**src/rtl/defs_pkg.sv**
```systemverilog
// Shared definitions for the memory-access stage: load/store widths,
// memory trap causes and the bus transaction FSM state.
package defs_pkg;

    typedef enum logic [2:0] {
        F3_B  = 3'b000,
        F3_H  = 3'b001,
        F3_W  = 3'b010,
        F3_D  = 3'b011,
        F3_BU = 3'b100,
        F3_HU = 3'b101,
        F3_WU = 3'b110
    } mem_funct3_e;

    localparam logic [3:0] MISALIGNED_LOAD  = 4'd4;
    localparam logic [3:0] LOAD_FAULT       = 4'd5;
    localparam logic [3:0] MISALIGNED_STORE = 4'd6;
    localparam logic [3:0] STORE_FAULT      = 4'd7;

    typedef enum logic [1:0] {
        MEM_IDLE,
        MEM_REQ,
        MEM_RESP
    } mem_state_e;

    // funct3[1:0] encodes log2 of the access size in bytes
    function automatic logic [3:0] access_bytes(input logic [1:0] size);
        return 4'd1 << size;
    endfunction

endpackage

```
**src/rtl/mem_align.sv**
```systemverilog
// Byte-lane steering for the data bus: store shift and byte enables,
// load extraction with sign/zero extension, and misaligned/illegal detection.
module mem_align
    import defs_pkg::*;
#(
    parameter int XLEN = 64
) (
    input  logic [XLEN-1:0]   addr,
    input  logic [XLEN-1:0]   store_data,
    input  logic [XLEN-1:0]   load_data,
    input  logic [2:0]        funct3,
    input  logic              is_store,
    output logic [XLEN-1:0]   lane_addr,
    output logic [XLEN-1:0]   store_wdata,
    output logic [XLEN/8-1:0] store_be,
    output logic [XLEN-1:0]   load_value,
    output logic              fault
);

    localparam int LANES = XLEN / 8;
    localparam int OFF_W = $clog2(LANES);

    logic [OFF_W-1:0] offset;
    logic [2:0]       offset3;
    logic [3:0]       nbytes;
    logic [2:0]       size_mask;
    logic             illegal;
    logic [LANES-1:0] width_mask;
    logic [XLEN-1:0]  shifted;

    assign offset    = addr[OFF_W-1:0];
    assign offset3   = 3'(offset);
    assign nbytes    = access_bytes(funct3[1:0]);
    assign size_mask = 3'(nbytes - 4'd1);
    assign lane_addr = {addr[XLEN-1:OFF_W], {OFF_W{1'b0}}};

    genvar gi;
    generate
        for (gi = 0; gi < LANES; gi++) begin : g_lane
            assign width_mask[gi] = (4'(gi) < nbytes);
        end
    endgenerate

    assign store_wdata = store_data << {offset, 3'b000};
    assign store_be    = width_mask << offset;
    assign shifted     = load_data >> {offset, 3'b000};

    // Doubleword and unsigned-word accesses only exist on a 64-bit datapath
    always_comb begin
        illegal = (funct3 == 3'b111) || (is_store && funct3[2]);
        if (XLEN == 32 && (funct3 == F3_D || funct3 == F3_WU)) begin
            illegal = 1'b1;
        end
        fault = illegal || ((offset3 & size_mask) != 3'd0);
    end

    always_comb begin
        load_value = shifted;
        case (funct3)
            F3_B:    load_value = XLEN'($signed(shifted[7:0]));
            F3_H:    load_value = XLEN'($signed(shifted[15:0]));
            F3_W:    load_value = XLEN'($signed(shifted[31:0]));
            F3_BU:   load_value = XLEN'(shifted[7:0]);
            F3_HU:   load_value = XLEN'(shifted[15:0]);
            F3_WU:   load_value = XLEN'(shifted[31:0]);
            default: load_value = shifted;
        endcase
    end

endmodule

```
**src/rtl/mem_access.sv**
```systemverilog
// Memory-access pipeline stage: issues loads/stores on a req/gnt/rvalid port,
// stalls upstream while a transaction is outstanding, and registers MEM/WB.
module mem_access
    import defs_pkg::*;
#(
    parameter int XLEN = 64
) (
    input  logic              clk,
    input  logic              reset,
    input  logic [XLEN-1:0]   alu_result,
    input  logic [XLEN-1:0]   rs2_data,
    input  logic [XLEN-1:0]   pc_in,
    input  logic [4:0]        rd,
    input  logic [2:0]        funct3,
    input  logic              reg_write_enable,
    input  logic              mem_read,
    input  logic              mem_write,
    input  logic              trap_in,
    input  logic [3:0]        trap_cause_in,
    input  logic              flush,
    output logic              dmem_req,
    output logic              dmem_we,
    output logic [XLEN-1:0]   dmem_addr,
    output logic [XLEN-1:0]   dmem_wdata,
    output logic [XLEN/8-1:0] dmem_be,
    input  logic              dmem_gnt,
    input  logic              dmem_rvalid,
    input  logic [XLEN-1:0]   dmem_rdata,
    input  logic              dmem_err,
    output logic              stall_req,
    output logic [XLEN-1:0]   wb_data,
    output logic [4:0]        rd_out,
    output logic              reg_write_enable_out,
    output logic [XLEN-1:0]   pc_out,
    output logic              trap_out,
    output logic [3:0]        trap_cause_out,
    output logic [XLEN-1:0]   trap_val_out
);

    localparam int LANES = XLEN / 8;

    mem_state_e       state_reg, state_next;
    logic             kill_reg, kill_next;
    logic [XLEN-1:0]  addr_reg, wdata_reg, pc_reg;
    logic [LANES-1:0] be_reg;
    logic             we_reg;
    logic [4:0]       rd_reg;
    logic [2:0]       funct3_reg;

    logic             is_idle, mem_op, launch, misaligned_op, resp_done, bus_req;
    logic [XLEN-1:0]  align_addr, lane_addr, store_wdata, load_value;
    logic [LANES-1:0] store_be;
    logic [2:0]       align_funct3;
    logic             align_store, align_fault;

    logic [XLEN-1:0]  wb_data_next, pc_next, tval_next;
    logic [4:0]       rd_next;
    logic             rwe_next, trap_next;
    logic [3:0]       cause_next;

    assign is_idle = (state_reg == MEM_IDLE);

    // One aligner serves both phases: live inputs while idle, latched fields after
    assign align_addr   = is_idle ? alu_result : addr_reg;
    assign align_funct3 = is_idle ? funct3     : funct3_reg;
    assign align_store  = is_idle ? mem_write  : we_reg;

    mem_align #(.XLEN(XLEN)) u_align (
        .addr        (align_addr),
        .store_data  (rs2_data),
        .load_data   (dmem_rdata),
        .funct3      (align_funct3),
        .is_store    (align_store),
        .lane_addr   (lane_addr),
        .store_wdata (store_wdata),
        .store_be    (store_be),
        .load_value  (load_value),
        .fault       (align_fault)
    );

    assign mem_op        = (mem_read || mem_write) && !trap_in && !flush;
    assign launch        = is_idle && mem_op && !align_fault;
    assign misaligned_op = is_idle && mem_op && align_fault;
    assign resp_done     = (state_reg == MEM_RESP) && dmem_rvalid;

    always_comb begin
        state_next = state_reg;
        kill_next  = kill_reg;
        bus_req    = 1'b0;
        case (state_reg)
            MEM_IDLE: begin
                kill_next = 1'b0;
                if (launch) begin
                    bus_req    = 1'b1;
                    state_next = dmem_gnt ? MEM_RESP : MEM_REQ;
                end
            end
            MEM_REQ: begin
                bus_req = 1'b1;
                if (flush) kill_next = 1'b1;
                if (dmem_gnt) state_next = MEM_RESP;
            end
            MEM_RESP: begin
                if (flush) kill_next = 1'b1;
                if (dmem_rvalid) begin
                    state_next = MEM_IDLE;
                    kill_next  = 1'b0;
                end
            end
            default: state_next = MEM_IDLE;
        endcase
    end

    // Reset forces every combinational output low, including the live-input bus path
    assign dmem_req   = bus_req && !reset;
    assign stall_req  = !reset && (launch || (state_reg == MEM_REQ) ||
                                   ((state_reg == MEM_RESP) && !dmem_rvalid));
    assign dmem_addr  = dmem_req ? lane_addr : '0;
    assign dmem_wdata = !dmem_req ? '0 : (is_idle ? store_wdata : wdata_reg);
    assign dmem_be    = !dmem_req ? '0 : (is_idle ? store_be : be_reg);
    assign dmem_we    = dmem_req && (is_idle ? mem_write : we_reg);

    always_comb begin
        wb_data_next = '0;
        rd_next      = '0;
        rwe_next     = 1'b0;
        pc_next      = '0;
        trap_next    = 1'b0;
        cause_next   = '0;
        tval_next    = '0;
        if (is_idle && !flush && !launch) begin
            rd_next = rd;
            pc_next = pc_in;
            if (misaligned_op) begin
                trap_next  = 1'b1;
                cause_next = mem_write ? MISALIGNED_STORE : MISALIGNED_LOAD;
                tval_next  = alu_result;
            end else begin
                wb_data_next = alu_result;
                rwe_next     = reg_write_enable;
                trap_next    = trap_in;
                cause_next   = trap_cause_in;
            end
        end else if (resp_done && !kill_reg && !flush) begin
            rd_next = rd_reg;
            pc_next = pc_reg;
            if (dmem_err) begin
                trap_next  = 1'b1;
                cause_next = we_reg ? STORE_FAULT : LOAD_FAULT;
                tval_next  = addr_reg;
            end else if (!we_reg) begin
                wb_data_next = load_value;
                rwe_next     = 1'b1;
            end
        end
    end

    always_ff @(posedge clk or posedge reset) begin
        if (reset) begin
            state_reg  <= MEM_IDLE;
            kill_reg   <= 1'b0;
            addr_reg   <= '0;
            wdata_reg  <= '0;
            pc_reg     <= '0;
            be_reg     <= '0;
            we_reg     <= 1'b0;
            rd_reg     <= '0;
            funct3_reg <= '0;
        end else begin
            state_reg <= state_next;
            kill_reg  <= kill_next;
            if (launch) begin
                addr_reg   <= alu_result;
                wdata_reg  <= store_wdata;
                pc_reg     <= pc_in;
                be_reg     <= store_be;
                we_reg     <= mem_write;
                rd_reg     <= rd;
                funct3_reg <= funct3;
            end
        end
    end

    always_ff @(posedge clk or posedge reset) begin
        if (reset) begin
            wb_data              <= '0;
            rd_out               <= '0;
            reg_write_enable_out <= 1'b0;
            pc_out               <= '0;
            trap_out             <= 1'b0;
            trap_cause_out       <= '0;
            trap_val_out         <= '0;
        end else begin
            wb_data              <= wb_data_next;
            rd_out               <= rd_next;
            reg_write_enable_out <= rwe_next;
            pc_out               <= pc_next;
            trap_out             <= trap_next;
            trap_cause_out       <= cause_next;
            trap_val_out         <= tval_next;
        end
    end

endmodule

```
**config.mk**
```make
export PLATFORM = sky130hd
export DESIGN_NAME = mem_access
export DESIGN_NICKNAME = d
export VERILOG_FILES = /design/src/rtl/defs_pkg.sv /design/src/rtl/mem_align.sv /design/src/rtl/mem_access.sv
export SDC_FILE = /design/constraint.sdc
export NUM_CORES = 1
export LEC_CHECK = 0
export BUFFER_PORTS_ARGS = -buffer_cell sky130_fd_sc_hd__buf_2
export CELL_PAD_IN_SITES_DETAIL_PLACEMENT = 0
export CELL_PAD_IN_SITES_GLOBAL_PLACEMENT = 1
export CORE_AREA = 2 2 238 240
export CTS_CLUSTER_SIZE = 30
export DETAILED_ROUTE_END_ITERATION = 12
export DIE_AREA = 0 0 240 242
export PLACE_DENSITY = 0.82
export SLEW_MARGIN = 10
export SYNTH_ARGS = -nofsm -noshare
export SYNTH_HDL_FRONTEND = slang
export SYNTH_SLANG_ARGS = --single-unit
```
**constraint.sdc**
```tcl
create_clock -name clk -period 39.6 [get_ports clk]
set_input_delay 5.94 -clock clk [delete_from_list [all_inputs] [get_ports clk]]
set_output_delay 5.94 -clock clk [all_outputs]
set_load 0.1 [all_outputs]
```
==> results.sh <==
export IMPL_status="completed"
export IMPL_die_h_um=242
export IMPL_place_congestion=0.904
export IMPL_ys_top_cells_by_area="dfrtp_1 49%, nand2_1 16%, mux2i_1 6.8%"
export IMPL_grtUsageTotal_pct=28.4
export IMPL_critPathArrivalTime_ps=9810
export IMPL_rsz0062_at_grt="false"
export IMPL_fin_hold_ws_ps=472
export IMPL_hp_class="flip-flop to flip-flop"
export IMPL_synth_top_flop_cell="dfrtp_1"
export IMPL_routedWlPerCell_um=22.3
export IMPL_crit_type="input pin to primary output"
export IMPL_power_density_nw_per_um2=94.4
export IMPL_start_util_pct=38.1
export IMPL_antenna_found_initial=32
export IMPL_peakVddDrop_mv=0.0427
export IMPL_grt_pass1_wl_mm=125
export IMPL_std_cell_rows=87
export IMPL_clock_sinks=415
export IMPL_end_kind="primary output"
export IMPL_cts_resized=0
export IMPL_htreeDepth=2
export IMPL_io_pins=620
export IMPL_crit_required_ps=33660
export IMPL_synth_distinct_cells=61
export IMPL_final_nets=3274
export IMPL_drt_total_wl_mm=85.0
export IMPL_clk_pin_slew_ps=60
export IMPL_clk_latency_ps=590
export IMPL_holdPathEnd="wdata_reg[20]"
export IMPL_die_area_um2=58100
export IMPL_leakage_nw=14.1
export IMPL_synth_edf_count=0
export IMPL_syn2layout_area_growth_pct=24.8
export IMPL_tightestPinTransition_ps=1100
export IMPL_synthCells=2504
export IMPL_hold_viol_final=0
export IMPL_vias=20600
export IMPL_fmax_mhz=63.5
export IMPL_finClkSkew_ps=27.1
export IMPL_ant_nets=0
export IMPL_reg2reg_from="state_reg[0]"
export IMPL_hold_buffers=0
export IMPL_globalRouteOverflowTotal=0
export IMPL_setup_violations=0
export IMPL_r2r_slack_ps=34240
export IMPL_finalPower_mw=2.50
export IMPL_cp_start_kind="input pin"
export IMPL_root_buffer="clkbuf_16"
export IMPL_cp_max_fo=104
export IMPL_r2r_cells=10
export IMPL_r2r_end="wb_data[17]"
export IMPL_synth_largest_area_cell="dfrtp_1"
export IMPL_route_detailed_drc=0
export IMPL_synth_warnings=0
export IMPL_viasPerCell=5.40
export IMPL_grt_max_degree=167
export IMPL_setup_tns_ps=0
export IMPL_fin_crit_ps=15750
export IMPL_ys_seq_elements=415
export IMPL_slew_headroom_pct=26.6
export IMPL_synth_seq_area_share_pct=48.9
export IMPL_drv_slew=0
export IMPL_cts_max_path_buffers=3
export IMPL_die_w_um=240
export IMPL_first_iter_violations=1867
export IMPL_min_from="wdata_reg[20]"
export IMPL_yosysTopAreaCellShare_pct=48.9
export IMPL_hpwl_mm=61.2
export IMPL_first_global_vias=19700
export IMPL_post_cts_repair_setup_buffers=0
export IMPL_syn_area_per_cell_um2=8.48
export IMPL_whs_path_depth=2
export IMPL_cts_tree="yes"
export IMPL_core_um2=55700
export IMPL_layout_drive_gt1_share_pct=26.2
export IMPL_finalCritPeriodShare_pct=39.8
export IMPL_firstDrtPassIters=5
export IMPL_async_flop_share_pct=100
export IMPL_cap_violations=0
export IMPL_io_buffers=616
export IMPL_netlist_area_um2=21200
export IMPL_numCtsBuffers=47
kinds of logic (layout without fill, tap and decap cells):
group	after synthesis	count (layout)	share of synthesized area, %
AND/OR/NAND/NOR	1157	1157	21.4
other	1	30	0.0177
buffers and inverters	217	738	4.47
multiplexers	162	162	7.92
adder cells (fa/ha/maj)	4	4	0.236
flip-flops	415	415	48.9
AO/OA/AOI/OAI	548	548	17.0
synthesized netlist by cell type (2+ instances only):
| library cell | count |
|---|---|
| clkbuf_1 | 125 |
| nor3_1 | 2 |
| buf_4 | 4 |
| inv_1 | 8 |
| nand2b_1 | 4 |
| a21oi_1 | 112 |
| mux2i_1 | 144 |
| a21o_1 | 9 |
| nand3_1 | 34 |
| ha_1 | 4 |
| a22o_1 | 66 |
| o211ai_1 | 11 |
| nand2_1 | 885 |
| o311ai_0 | 15 |
| a211oi_1 | 49 |
| o21ai_0 | 146 |
| dfrtp_1 | 415 |
| o2111ai_1 | 2 |
| buf_6 | 5 |
| mux2_2 | 14 |
| buf_1 | 10 |
| buf_2 | 64 |
| nor2b_1 | 3 |
| o31ai_1 | 10 |
| or2_1 | 2 |
| o21a_1 | 2 |
| a22oi_1 | 21 |
| a31oi_1 | 32 |
| or3_1 | 3 |
| mux4_2 | 3 |
| and3_1 | 41 |
| and2_1 | 2 |
| o21ai_2 | 32 |
| nor2_1 | 175 |
| a311oi_1 | 9 |
| o22ai_1 | 16 |
power by group:
group	leakage (nW)	internal, mW	switching [mW]
Combinational	7.90	0.304	1.08
Sequential	5.42	0.565	0.0822
Clock	0.816	0.285	0.187
Total	14.1	1.15	1.35
worst max path at each step:
| stage | slack (ps) | start | end | depth (start not counted) |
|---|---|---|---|---|
| finish | 23850 | alu_result[2] | dmem_addr[32] | 8 |
| global route | 23600 | alu_result[2] | dmem_wdata[51] | 8 |
| CTS | 23900 | alu_result[2] | dmem_addr[32] | 8 |
| detailed placement | 23910 | alu_result[2] | dmem_addr[32] | 8 |
| global placement | 24100 | alu_result[2] | dmem_addr[27] | 8 |
| floorplan | 14470 | reset | dmem_wdata[37] | 4 |
stage by stage:
stage | cell area (um^2) | std cells | util, % | setup slack [ps]
6_report | 26500 | 3810 | 47.6 | 23850
3_5_place_dp | 24700 | 3698 | 44.4 | 23910
3_3_place_gp | 24700 | 3698 | 44.4 | 24100
5_1_grt | 26500 | 3803 | 47.5 | 23600
4_1_cts | 26400 | 3782 | 47.4 | 23900
2_1_floorplan | 21200 | 2506 | - | 14470
critical path: stages:
cell and delay (ps):
buf_2 240, nand2b_1 380, o221ai_1 420, o2111a_4 450
o21ai_4 820, buf_4 880, nor2_1 140, buf_2 340
cell type report:
type / count / area (um^2)
clock inverters: 15 / 268
fillers: 5463 / 29200
inverters: 8 / 37.5
repair buffers: 646 / 3340
multi-input cells: 1874 / 10100
diodes: 27 / 67.6
clock buffers: 69 / 1400
well taps: 756 / 946
flip-flops and latches: 415 / 10400
metal layers:
layer / vias up / part of all wire, % / global-route usage, %
li1: 9494 / - / -
met1: 10000 / 40 / 36.5
met2: 879 / 49 / 47.3
met3: 151 / 7.2 / 5.34
met4: 10 / 3.5 / 11.0
met5: - / 0.079 / 0
cell usage in the layout (no fill, tap or decap), types with 41 or more instances in the layout:
master,netlist,layout
a211oi_1,49,49
dfrtp_1,415,415
a21oi_1,112,111
buf_2,64,616
o21ai_0,146,146
and3_1,41,41
nand2_1,885,885
mux2i_1,144,141
a22o_1,66,66
clkbuf_16,0,48
nor2_1,175,174
No activity file was read; power rests on OpenSTA's default activity.
